File: src/rtl/banner_text_ctrl_if.sv
// banner_text_ctrl_if: pixel/control inputs and slot lookup outputs of the banner sequencer
interface banner_text_ctrl_if #(
  parameter int SLOT_W = 3
);
  logic              show;
  logic              frame_tick;
  logic [9:0]        x;
  logic [9:0]        y;
  logic [31:0]       start_x;
  logic [31:0]       start_y;
  logic [SLOT_W-1:0] slot;
  logic              slot_valid;
  logic              visible;
  logic [1:0]        state;
  logic              done;
  modport master (
    output show, frame_tick, x, y,
    input  start_x, start_y, slot, slot_valid, visible, state, done
  );
  modport slave (
    input  show, frame_tick, x, y,
    output start_x, start_y, slot, slot_valid, visible, state, done
  );
endinterface

File: src/rtl/banner_text_ctrl.sv
// banner_text_ctrl: slide/blink/hold sequencer for the text banner with a registered per-pixel glyph slot lookup
module banner_text_ctrl #(
  parameter int unsigned NUM_CHARS     = 8,
  parameter int          SLOT_W        = 3,
  parameter int unsigned CHAR_W        = 26,
  parameter int unsigned CHAR_H        = 40,
  parameter int unsigned PITCH         = 32,
  parameter int unsigned BANNER_X      = 192,
  parameter int unsigned START_Y       = 0,
  parameter int unsigned TARGET_Y      = 200,
  parameter int unsigned SLIDE_STEP    = 8,
  parameter int unsigned BLINK_FRAMES  = 15,
  parameter int unsigned BLINK_TOGGLES = 6
) (
  input logic               clk,
  input logic               rst_n,
  banner_text_ctrl_if.slave bus
);
  typedef enum logic [1:0] {IDLE, SLIDE, BLINK, HOLD} state_t;
  localparam int BW = $clog2(BLINK_FRAMES + 1);
  localparam int TW = $clog2(BLINK_TOGGLES + 1);
  localparam logic [BW-1:0] BLK_LAST = BW'(BLINK_FRAMES - 1);
  localparam logic [TW-1:0] TGL_LAST = TW'(BLINK_TOGGLES - 1);
  state_t            st;
  logic [31:0]       cur_y;
  logic              visible;
  logic              done;
  logic [BW-1:0]     blink_cnt;
  logic [TW-1:0]     toggles;
  logic [31:0]       x32;
  logic [31:0]       y32;
  logic              in_row;
  logic              hit;
  logic [SLOT_W-1:0] hit_idx;
  logic [31:0]       start_x;
  logic [31:0]       start_y;
  logic [SLOT_W-1:0] slot;
  logic              slot_valid;
  assign x32    = {22'd0, bus.x};
  assign y32    = {22'd0, bus.y};
  assign in_row = y32 >= cur_y && y32 < cur_y + CHAR_H;
  always_ff @(posedge clk or negedge rst_n) begin
    if (!rst_n) begin
      st        <= IDLE;
      cur_y     <= START_Y;
      visible   <= 1'b0;
      blink_cnt <= '0;
      toggles   <= '0;
      done      <= 1'b0;
    end else begin
      done <= 1'b0;
      // dropping show aborts from any active state, ahead of a coincident frame tick
      if (st != IDLE && !bus.show) begin
        st        <= IDLE;
        cur_y     <= START_Y;
        visible   <= 1'b0;
        blink_cnt <= '0;
        toggles   <= '0;
      end else begin
        case (st)
          IDLE: if (bus.show) begin
            st      <= SLIDE;
            cur_y   <= START_Y;
            visible <= 1'b1;
          end
          SLIDE: if (bus.frame_tick) begin
            if (cur_y + SLIDE_STEP >= TARGET_Y) begin
              st        <= BLINK;
              cur_y     <= TARGET_Y;
              blink_cnt <= '0;
              toggles   <= '0;
              visible   <= 1'b1;
            end else begin
              cur_y <= cur_y + SLIDE_STEP;
            end
          end
          BLINK: if (bus.frame_tick) begin
            if (blink_cnt == BLK_LAST) begin
              blink_cnt <= '0;
              toggles   <= toggles + 1'b1;
              st        <= toggles == TGL_LAST ? HOLD : BLINK;
              visible   <= toggles == TGL_LAST ? 1'b1 : ~visible;
              done      <= toggles == TGL_LAST;
            end else begin
              blink_cnt <= blink_cnt + 1'b1;
            end
          end
          HOLD: begin
            visible <= 1'b1;
            cur_y   <= TARGET_Y;
          end
          default: st <= IDLE;
        endcase
      end
    end
  end
  always_comb begin
    hit     = 1'b0;
    hit_idx = '0;
    for (int unsigned i = 0; i < NUM_CHARS; i++) begin
      if (!hit && in_row && x32 >= BANNER_X + i * PITCH && x32 < BANNER_X + i * PITCH + CHAR_W) begin
        hit     = 1'b1;
        hit_idx = SLOT_W'(i);
      end
    end
  end
  // slot and start_x stay put on a miss so the glyph mux keeps a stable selection
  always_ff @(posedge clk or negedge rst_n) begin
    if (!rst_n) begin
      start_x    <= '0;
      start_y    <= START_Y;
      slot       <= '0;
      slot_valid <= 1'b0;
    end else begin
      start_y    <= cur_y;
      slot_valid <= visible && hit;
      if (hit) begin
        slot    <= hit_idx;
        start_x <= BANNER_X + 32'(hit_idx) * PITCH;
      end
    end
  end
  assign bus.start_x    = start_x;
  assign bus.start_y    = start_y;
  assign bus.slot       = slot;
  assign bus.slot_valid = slot_valid;
  assign bus.visible    = visible;
  assign bus.state      = st;
  assign bus.done       = done;
endmodule

File: src/flat_wrapper.sv
// flat-port wrapper written by rule: the top's interface ports become plain ports
module banner_text_ctrl_flat 
#(
  parameter int unsigned NUM_CHARS     = 8,
  parameter int          SLOT_W        = 3,
  parameter int unsigned CHAR_W        = 26,
  parameter int unsigned CHAR_H        = 40,
  parameter int unsigned PITCH         = 32,
  parameter int unsigned BANNER_X      = 192,
  parameter int unsigned START_Y       = 0,
  parameter int unsigned TARGET_Y      = 200,
  parameter int unsigned SLIDE_STEP    = 8,
  parameter int unsigned BLINK_FRAMES  = 15,
  parameter int unsigned BLINK_TOGGLES = 6
)
  (clk, rst_n, bus_show, bus_frame_tick, bus_x, bus_y, bus_start_x, bus_start_y, bus_slot, bus_slot_valid, bus_visible, bus_state, bus_done);
  banner_text_ctrl_if #(.SLOT_W(SLOT_W)) bus_i ();
  input logic clk;
  input logic rst_n;
  input wire logic [$bits(bus_i.show)-1:0] bus_show;
  input wire logic [$bits(bus_i.frame_tick)-1:0] bus_frame_tick;
  input wire logic [$bits(bus_i.x)-1:0] bus_x;
  input wire logic [$bits(bus_i.y)-1:0] bus_y;
  output wire logic [$bits(bus_i.start_x)-1:0] bus_start_x;
  output wire logic [$bits(bus_i.start_y)-1:0] bus_start_y;
  output wire logic [$bits(bus_i.slot)-1:0] bus_slot;
  output wire logic [$bits(bus_i.slot_valid)-1:0] bus_slot_valid;
  output wire logic [$bits(bus_i.visible)-1:0] bus_visible;
  output wire logic [$bits(bus_i.state)-1:0] bus_state;
  output wire logic [$bits(bus_i.done)-1:0] bus_done;
  assign bus_i.show = bus_show;
  assign bus_i.frame_tick = bus_frame_tick;
  assign bus_i.x = bus_x;
  assign bus_i.y = bus_y;
  assign bus_start_x = bus_i.start_x;
  assign bus_start_y = bus_i.start_y;
  assign bus_slot = bus_i.slot;
  assign bus_slot_valid = bus_i.slot_valid;
  assign bus_visible = bus_i.visible;
  assign bus_state = bus_i.state;
  assign bus_done = bus_i.done;
  banner_text_ctrl #(.NUM_CHARS(NUM_CHARS), .SLOT_W(SLOT_W), .CHAR_W(CHAR_W), .CHAR_H(CHAR_H), .PITCH(PITCH), .BANNER_X(BANNER_X), .START_Y(START_Y), .TARGET_Y(TARGET_Y), .SLIDE_STEP(SLIDE_STEP), .BLINK_FRAMES(BLINK_FRAMES), .BLINK_TOGGLES(BLINK_TOGGLES)) u_core (.clk(clk), .rst_n(rst_n), .bus(bus_i));
endmodule
File: config.mk
export PLATFORM = sky130hd
export DESIGN_NAME = banner_text_ctrl_flat
export DESIGN_NICKNAME = d
export VERILOG_FILES = /design/src/rtl/banner_text_ctrl_if.sv /design/src/rtl/banner_text_ctrl.sv /design/src/flat_wrapper.sv
export SDC_FILE = /design/constraint.sdc
export NUM_CORES = 1
export LEC_CHECK = 0
export ABC_CLOCK_PERIOD_IN_PS = 9600
export CORE_UTILIZATION = 55
export CTS_BUF_LIST = sky130_fd_sc_hd__clkbuf_8
export CTS_CLUSTER_DIAMETER = 100
export DETAILED_ROUTE_END_ITERATION = 6
export PLACE_DENSITY = 0.89
export SYNTH_ARGS = -nofsm -noshare
export SYNTH_HDL_FRONTEND = slang
export SYNTH_SLANG_ARGS = --single-unit
export TNS_END_PERCENT = 20
File: constraint.sdc
create_clock -name clk -period 9.6 [get_ports clk]
set_clock_uncertainty 0.2 [all_clocks]
set_input_delay 2.4 -clock clk [delete_from_list [all_inputs] [get_ports clk]]
set_output_delay 2.4 -clock clk [all_outputs]
set_load 0.01 [all_outputs]
## Word-level counts from Yosys, hierarchy flattened

Index checks and enable logic that the tools add are counted.
Widths: inputs -> output; s select.

- Divide/modulo/power cells: 0
- Add/subtract/negate cells: 5
- Eq/ne operators: 10
- Shift operators: 0
- Bitwise operators: 1
- Multiply operators: 0
- Reductions and logical operators: 44
- Multiplexer cells: 52
- Order comparisons: 19

Operator list:

| cell | number |
|---|---|
| $mux 32 | 4 |
| $pmux 32 s3 | 1 |
| $ge 10x9->1 const B | 6 |
| $lt 10x9->1 const B | 6 |
| $add 32x4->32 const B | 1 |
| $add 32x6->32 const B | 1 |
| $ge 10x32->1 | 1 |
| $ge 32x8->1 const B | 1 |
| $lt 10x32->1 | 1 |
| $mux 3 | 9 |
| $logic_and 1x1->1 | 26 |
| $mux 1 | 21 |
| $ge 10x8->1 const B | 2 |
| $lt 10x8->1 const B | 2 |
| $mux 4 | 5 |
| $mux 2 | 8 |
| $reduce_and 5->1 | 2 |
| $add 8x8->9 const A | 1 |
| $ne 3x2->1 const B | 3 |
| $logic_not 1->1 | 8 |
| $pmux 4 s2 | 1 |
| $reduce_bool 4->1 | 2 |
| $ne 3x1->1 const B | 2 |
| $pmux 2 s3 | 1 |
| other kinds (15) | 16 |

- Input bits: 24
- Memories kept: 0
- RAM bits: 0
- Latch bits: 0
- Bits in registers: 111
- Logic and storage cells: 141
- Bits in read-only memories: 0

## Depth between registers and ports, before layout

Gate-level depths: netlist of the first run.

- Word-level depth: 42
- Depth in mapped cells: 11

## Worst setup path before layout of the first run

No wires, ideal clock.

- Path kind: in2reg
- Start point: input bus_y[3]
- End point: register u_core.slot[0], in the netlist u_core.bus.slot[0]
- Required time: 9.275 ns
- Stages on the path: 10
- Setup time: 0.125 ns
- Slack: 5.336 ns
- Arrival: 3.939 ns
- Path buffers: 1
- Cells stage by stage: ha_1 -> nand2b_1 -> a21o_1 -> a21oi_1 -> o21ai_0 -> a21o_1 -> a21oi_1 -> o31a_1 -> buf_6 -> mux2_4

- Word-level cells in the longest chain between the ends: 40
- Elaborated cells between the ends (all ways): 48
- Those cells by class: order compare: 2; mux: 15; reduce/logical: 31

Ends and longest elaborated chain:

| what | line | RTL |
|---|---|---|
| start, declared | flat_wrapper.sv:23 | `input wire logic [$bits(bus_i.y)-1:0] bus_y;` |
| $ge 10x32->1 / $lt 10x32->1 (equally long branches) | banner_text_ctrl.sv:41 | `assign in_row = y32 >= cur_y && y32 < cur_y + CHAR_H;` |
| $logic_and 1x1->1 * | banner_text_ctrl.sv:41 |  |
| $logic_and 1x1->1 (2 in a row) | banner_text_ctrl.sv:101 | `if (!hit && in_row && x32 >= BANNER_X + i * PITCH && x32 < BANNER_X + i * PITCH + CHAR_W) begin` |
| $mux 1 | banner_text_ctrl.sv:101 |  |
| $logic_not 1->1 | banner_text_ctrl.sv:101 |  |
| $logic_and 1x1->1 (3 in a row) | banner_text_ctrl.sv:101 |  |
| $mux 1 | banner_text_ctrl.sv:101 |  |
| $logic_not 1->1 | banner_text_ctrl.sv:101 |  |
| (+15 left out) | n/a |  |
| $logic_and 1x1->1 (3 in a row) | banner_text_ctrl.sv:101 |  |
| $mux 1 | banner_text_ctrl.sv:101 |  |
| $logic_not 1->1 | banner_text_ctrl.sv:101 |  |
| $logic_and 1x1->1 (3 in a row) | banner_text_ctrl.sv:101 |  |
| $mux 1 | banner_text_ctrl.sv:101 |  |
| $logic_not 1->1 | banner_text_ctrl.sv:101 |  |
| $logic_and 1x1->1 (3 in a row) | banner_text_ctrl.sv:101 |  |
| $mux 3 / $mux 1 (equally long branches) | banner_text_ctrl.sv:101 |  |
| end signal, assigned | banner_text_ctrl.sv:118 | `slot <= hit_idx;` |
| end, declared | banner_text_ctrl.sv:37 | `logic [SLOT_W-1:0] slot;` |

Every way passes the cells marked *; elsewhere a longest branch is shown, timed or not.
A chain may end at the register's enable or synchronous reset.

## Worst setup path in the final report of the first run

- Start point: input bus_y[3]
- End point: register u_core.slot[2], in the netlist u_core.bus.slot[2]

Same word-level chain as after synthesis.

==> reports/metrics.cfg, run 1 <==
[die]
io_pins = 96
core_um2 = 8340
die_h_um = 95.7
dieArea_um2 = 9170
std_cell_rows = 33
start_util = 0.580
die_w_um = 95.7

[timing]
slew_headroom = 0.385
report.final.hold_viol_count = 0
tightest_slew_ns = 0.923
tns_ns = 0
fin_crit_sh = 0.507
fmax_ghz = 0.206
rsz0062_at_grt = false
setup_viol = 0
holdWs_ns = 0.296
period_minus_slack_ns = 4.86
maxSlewViolCount = 0

[status]
status = completed

[synthesis]
synth_area_leader_cell = dfrtp_1
yosys_warnings = 0
synth_top_area_frac = 0.393
synth-seq-area-share = 0.393
ys.flop_type = dfrtp_1
syn_area_um2 = 4830
synth_edf_count = 0
synth_area_per_cell_um2 = 9.35
ys_seq_elements = 76
synth_cells = 517
async_reset_ff_frac = 1.00
synth.area.top_cells = dfrtp_1 (39%), ha_1 (6.0%), buf_4 (5.9%), o21ai_0 (3.4%), and2_1 (2.8%)
ys_types = 67

[clocking]
numCtsBuffers = 9
cts_tree = built
ctsResizeCount = 0
clk_path_buf_depth = 2
clkTransAtPathRegs_ns = 0.08
postCtsSetupBuffers = 0
h-tree-depth = 3
clock_sinks = 76
cts-root-buf = clkbuf_8
ctsHoldBuffers = 0
clock_latency_ns = 0.35

[final_layout]
antenna_cells = 0
nets = 599
fin_cells = 662
drive_above_1_share = 0.0736
fillers = 654
area.growth.synth_to_final_pct = 13.9

[place]
portBuffers = 60
dp.cells = 646
hpwl_mm = 8.05
place_congestion = 0.906

[drt]
drc = 0
drtIter0Drc = 311
wire_per_inst_um = 17.1
num_vias = 4017
vias_per_cell = 6.07
drtAntennaViolNets = 0
first_pass_iters = 6
routed_wirelength_mm = 11.4

[power]
p_sw_mw = 0.283
ir_drop_v = 0.000134
seq_power_share = 0.391
power.density_nw_per_um2 = 168
p_leak_nw = 2.44
swShare = 0.305
p_int_mw = 0.645
clock_power_share = 0.345
comb_power_share = 0.263

[min_path]
holdPathEnd = u_core.blink_cnt[3]
worstHoldStart = u_core.blink_cnt[3]
hold_path.class = reg2reg
hold_depth = 1

[grt]
grt_pass1_vias = 3642
antenna_found_initial = 0
grt_first_pass_wirelength_mm = 18.4
grtUsageTotal = 0.266
overflow = 0
grt_max_degree = 77

[setup_path]
crit_path_max_incr_delay_ns = 0.49
cp.arrival_ns = 4.91
critical_path.max_fanout = 7
end_kind = register
rr_endpoint = u_core.bus.visible
crit_chain = clkdlybuf4s50_1 > ha_1 > nand2b_1 > a21o_1 > a21oi_1 > o21ai_0 > a21o_1 > a21oi_1 > o31a_1 > mux2_4
cp_slowest_cell = o31a_1
worstSetupPathType = in2reg
r2r_cells = 9
rr_startpoint = u_core.cur_y[3]
r2r_setup_slack_ns = 5.65
worstPathRequired_ns = 9.64
start_kind = primary input

[flow_run]
drv_cap = 0

## metal layers
metal / part of all wire / track usage / wire length [µm] / vias to the layer above
li1: - / - / - / 1869
met1: 0.44 / 0.362 / 4990 / 1948
met2: 0.47 / 0.412 / 5350 / 175
met3: 0.062 / 0.0482 / 709 / 25
met4: 0.027 / 0.126 / 303 / 0
met5: 0 / 0 / 0 / -
## cells in the mapped netlist, drive strengths merged (3+ instances only)
cell type,instances
or4,3
and4,4
clkbuf,19
nor2b,5
dfrtp,76
o31ai,12
a31oi,7
nor2,34
nand3,14
o21a,4
a21o,4
xor2,4
o41ai,3
and3,11
o22ai,6
inv,22
nor3,12
or2,5
and2,22
a21oi,12
nor3b,4
xnor2,11
nor4,17
mux2,9
nand2b,4
o21ai,34
nand2,30
nand4,24
mux2i,5
buf,47
ha,23
## flip-flops by register name (all words and copies together) (netlist names)
name and cells:
u_core.bus.done 1, u_core.blink_cnt 4, u_core.bus.start_y 29, u_core.bus.state 2
u_core.toggles 3, u_core.bus.slot 3, u_core.bus.slot_valid 1, u_core.bus.start_x 3
u_core.bus.visible 1, u_core.cur_y 29
## power groups by stage
| stage | registers, mW | clock network, mW | logic, mW |
|---|---|---|---|
| CTS | 0.363 | 0.324 | 0.242 |
| global placement | 0.368 | 0 | 0.232 |
| floorplan | 0.369 | 0 | 0.169 |
| finish | 0.363 | 0.320 | 0.244 |
| global route | 0.366 | 0.341 | 0.271 |
| detailed placement | 0.369 | 0 | 0.241 |
## per-stage QoR
stage	power [mW]	cell area [µm²]	setup WS [ns]	util
after floorplan	0.538	4950	5.34	-
after global placement	0.600	5240	4.41	0.628
after detailed placement	0.610	5240	4.39	0.628
after CTS	0.929	5510	4.75	0.660
after global routing	0.978	5510	4.63	0.660
final	0.928	5510	4.74	0.660
## layout by cell type, fill, tap and decap left out, drive strengths merged, types with 22 or more instances in the layout
cell type	instances
and2	22
nand2	30
dfrtp	76
nor2	34
o21ai	34
inv	24
nand4	24
conb	31
clkdlybuf4s50	59
ha	23
## worst max-delay path by stage
stage,startpoint,to,slack [ns]
floorplan,bus_y[3],u_core.bus.slot[0],5.34
global placement,bus_y[3],u_core.bus.slot[0],4.41
detailed placement,bus_y[3],u_core.bus.slot[2],4.39
CTS,bus_y[3],u_core.bus.start_x[8],4.75
global route,bus_y[3],u_core.bus.start_x[8],4.63
finish,bus_y[3],u_core.bus.slot[2],4.74
## cells by family after synthesis
kind of cell	count (synthesis)	share of synthesized area
simple gates	197	0.238
compound gates	103	0.140
buf+inv	88	0.107
flops	76	0.393
fa+ha+maj	23	0.0595
xor+xnor	15	0.0272
mux	14	0.0344
other cells	1	0.000776
## worst max-delay path, delay by kind of cell
kind                       cells  cell delay [ns]
buffers and inverters          1             0.43
AOI/OAI and AO/OA              6             1.35
and+or+nand+nor                1             0.06
muxes                          1             0.35
adders and majority gates      1             0.31
## area by class of cell
cell class | instances | area [µm²] | share of cell area
clock buffer | 10 | 138 | 0.0250
clock inverter | 6 | 128 | 0.0232
tap | 105 | 131 | 0.0239
inverter | 22 | 82.6 | 0.0150
timing repair buffer | 60 | 598 | 0.109
multi-input combinational | 383 | 2530 | 0.459
sequential | 76 | 1900 | 0.345
Note: power is estimated with default switching activity, not from simulation.
==> run 2, diff against run 1 <==
--- a/config.mk
+++ b/config.mk
@@ -5,12 +5,12 @@
 export SDC_FILE = /design/constraint.sdc
 export NUM_CORES = 1
 export LEC_CHECK = 0
-export ABC_CLOCK_PERIOD_IN_PS = 9600
-export CORE_UTILIZATION = 55
+export ABC_CLOCK_PERIOD_IN_PS = 4370
+export CORE_UTILIZATION = 49
 export CTS_BUF_LIST = sky130_fd_sc_hd__clkbuf_8
 export CTS_CLUSTER_DIAMETER = 100
 export DETAILED_ROUTE_END_ITERATION = 6
-export PLACE_DENSITY = 0.89
+export PLACE_DENSITY = 0.84
 export SYNTH_ARGS = -nofsm -noshare
 export SYNTH_HDL_FRONTEND = slang
 export SYNTH_SLANG_ARGS = --single-unit
==> constraint.sdc (replaced) <==
create_clock -name clk -period 4.37 [get_ports clk]
set_clock_uncertainty 0.2 [all_clocks]
set_input_delay 1.0925 -clock clk [delete_from_list [all_inputs] [get_ports clk]]
set_output_delay 1.0925 -clock clk [all_outputs]
set_load 0.01 [all_outputs]
==> run 2 against run 1 <==
Combinational power is 130% higher. First-iteration DRC count shrank 26%. Sequential power is 120% higher. Core utilization decreased by 7.3 points. Final cell count is 4.2% higher. Via count fell by 1.6%. Power rose by 110%. Die area increased by 12%. Global-route usage decreased by 3.5 points. Non-clock buffer count is 5 higher. Critical path type is now reg2reg. Critical endpoint is now u_core.toggles[2].
==> reports/metrics.cfg, run 2 (synthesis gave the netlist of run 1 again) <==
[power]
p_leak_nw = 2.44
power.density_nw_per_um2 = 352
finalPower_mw = 1.95
ir_drop_v = 0.000252

[timing]
maxSlewViolCount = 0
fmax_ghz = 0.261
tightest_slew_ns = 0.914
slew_headroom = 0.391
report.final.hold_viol_count = 0
period_minus_slack_ns = 3.83
fin_crit_sh = 0.876
tns_ns = 0
setup_viol = 0
rsz0062_at_grt = false

[drt]
wire_per_inst_um = 16.1
num_vias = 3953
drtIter0Drc = 229
drtAntennaViolNets = 0
drc = 0
vias_per_cell = 5.73
first_pass_iters = 5
routed_wirelength_mm = 11.1

[clocking]
cts-root-buf = clkbuf_8
clock_sinks = 76
ctsResizeCount = 0
clkTransAtPathRegs_ns = 0.09
numCtsBuffers = 9
cts_tree = built
h-tree-depth = 3
clock_latency_ns = 0.35
ctsHoldBuffers = 0
postCtsSetupBuffers = 0
clk_path_buf_depth = 2

[final_layout]
drive_above_1_share = 0.0838
layout_commonest_cell = dfrtp_1
nets = 604
area.growth.synth_to_final_pct = 14.5
final_cell_mix = dfrtp_1 (76), clkdlybuf4s50_1 (59), nor2_1 (34)
antenna_cells = 0
largest_registers = u_core.bus.start_y (29), u_core.cur_y (29), u_core.blink_cnt (4)
fillers = 808

[setup_path]
r2r_setup_slack_ns = 0.54
cp_slowest_cell = nor4_1
critPathTopFamily = simple AND/OR/NAND/NOR gates
cp.buffers_inverters = 1
worst-path-stages = 9
worstSetupPathType = reg2reg
end_kind = register
critical_path.max_fanout = 16
crit_chain = ha_1 > nand3_1 > nor4_1 > mux2_2 > o221ai_1 > nor4_4 > buf_4 > or2b_2 > o41ai_1
crit_path_max_incr_delay_ns = 0.62
rr_endpoint = u_core.toggles[2]
worstPathRequired_ns = 4.40
rr_startpoint = u_core.cur_y[3]
start_kind = register
r2r_cells = 9
cp.arrival_ns = 3.86

[die]
io_pins = 96
die_h_um = 101
std_cell_rows = 35
die_w_um = 101
start_util = 0.513
core_um2 = 9420
dieArea_um2 = 10300

[grt]
overflow = 0
antenna_found_initial = 0
grt_first_pass_wirelength_mm = 18.3
grt_pass1_vias = 3605
grt_max_degree = 77
grtUsageTotal = 0.231

[place]
place_congestion = 0.892
portBuffers = 60
hpwl_mm = 8.07

[min_path]
worstHoldStart = u_core.blink_cnt[3]
hold_depth = 1
hold_path.class = reg2reg
holdPathEnd = u_core.blink_cnt[3]

[flow_run]
drv_cap = 0

[status]
status = completed

run 2: cell types whose count changed in the layout (fill, tap and decap cells not counted):
cell        change
clkinvlp_4      +1
inv_1           -2
buf_4           +5
clkbuf_8        +1
bufinv_16       -2
clkinv_2        +1
run 2: routing by layer:
layer / GRT usage / up-vias / part of all wire
met3: 0.0366 / 10 / 0.055
met2: 0.385 / 163 / 0.48
met5: 0 / - / 0
li1: - / 1884 / -
met4: 0.0557 / 0 / 0.013
met1: 0.316 / 1896 / 0.45
run 2: area by class of cell:
type	instances	area, µm²	share of cell area
clock buffers	11	151	0.0274
clock inverters	4	72.6	0.0131
inverters	22	82.6	0.0149
multi-input cells	383	2530	0.457
flip-flops and latches	76	1900	0.344
well taps	129	161	0.0292
repair buffers	65	636	0.115
run 2: power by group:
part           switching [mW]  leakage, nW  internal [mW]
sequential             0.0502         1.04          0.746
combinational           0.319         1.28          0.233
clock                   0.250        0.111          0.349
run 2: worst max-delay path by stage:
| stage | from | to | slack, ns |
|---|---|---|---|
| after floorplan | u_core.cur_y[3] | u_core.bus.slot[0] | 1.35 |
| after global placement | bus_y[3] | u_core.bus.slot[0] | 0.47 |
| after detailed placement | bus_y[3] | u_core.bus.slot[0] | 0.43 |
| after CTS | u_core.cur_y[3] | u_core.toggles[2] | 0.58 |
| after global routing | u_core.cur_y[3] | u_core.blink_cnt[2] | 0.34 |
| final | u_core.cur_y[3] | u_core.toggles[2] | 0.54 |
run 2: worst reg2reg max path, cell delays in order, from the launching register on:
cell and delay [ns]:
dfrtp_1 0.53, ha_1 0.46, nand3_1 0.27, nor4_1 0.62
mux2_2 0.43, o221ai_1 0.29, nor4_4 0.08, buf_4 0.20
or2b_2 0.35, o41ai_1 0.30
run 2: stage by stage:
step / cell area [µm²] / setup slack [ns] / util / hold WS (ns) / std cells
global placement: 5310 / 0.473 / 0.564 / 0.266 / 675
CTS: 5530 / 0.577 / 0.588 / 0.293 / 690
floorplan: 4950 / 1.35 / - / 0.149 / 547
detailed placement: 5310 / 0.434 / 0.564 / 0.279 / 675
finish: 5530 / 0.542 / 0.588 / 0.301 / 690
global route: 5530 / 0.336 / 0.588 / 0.338 / 690
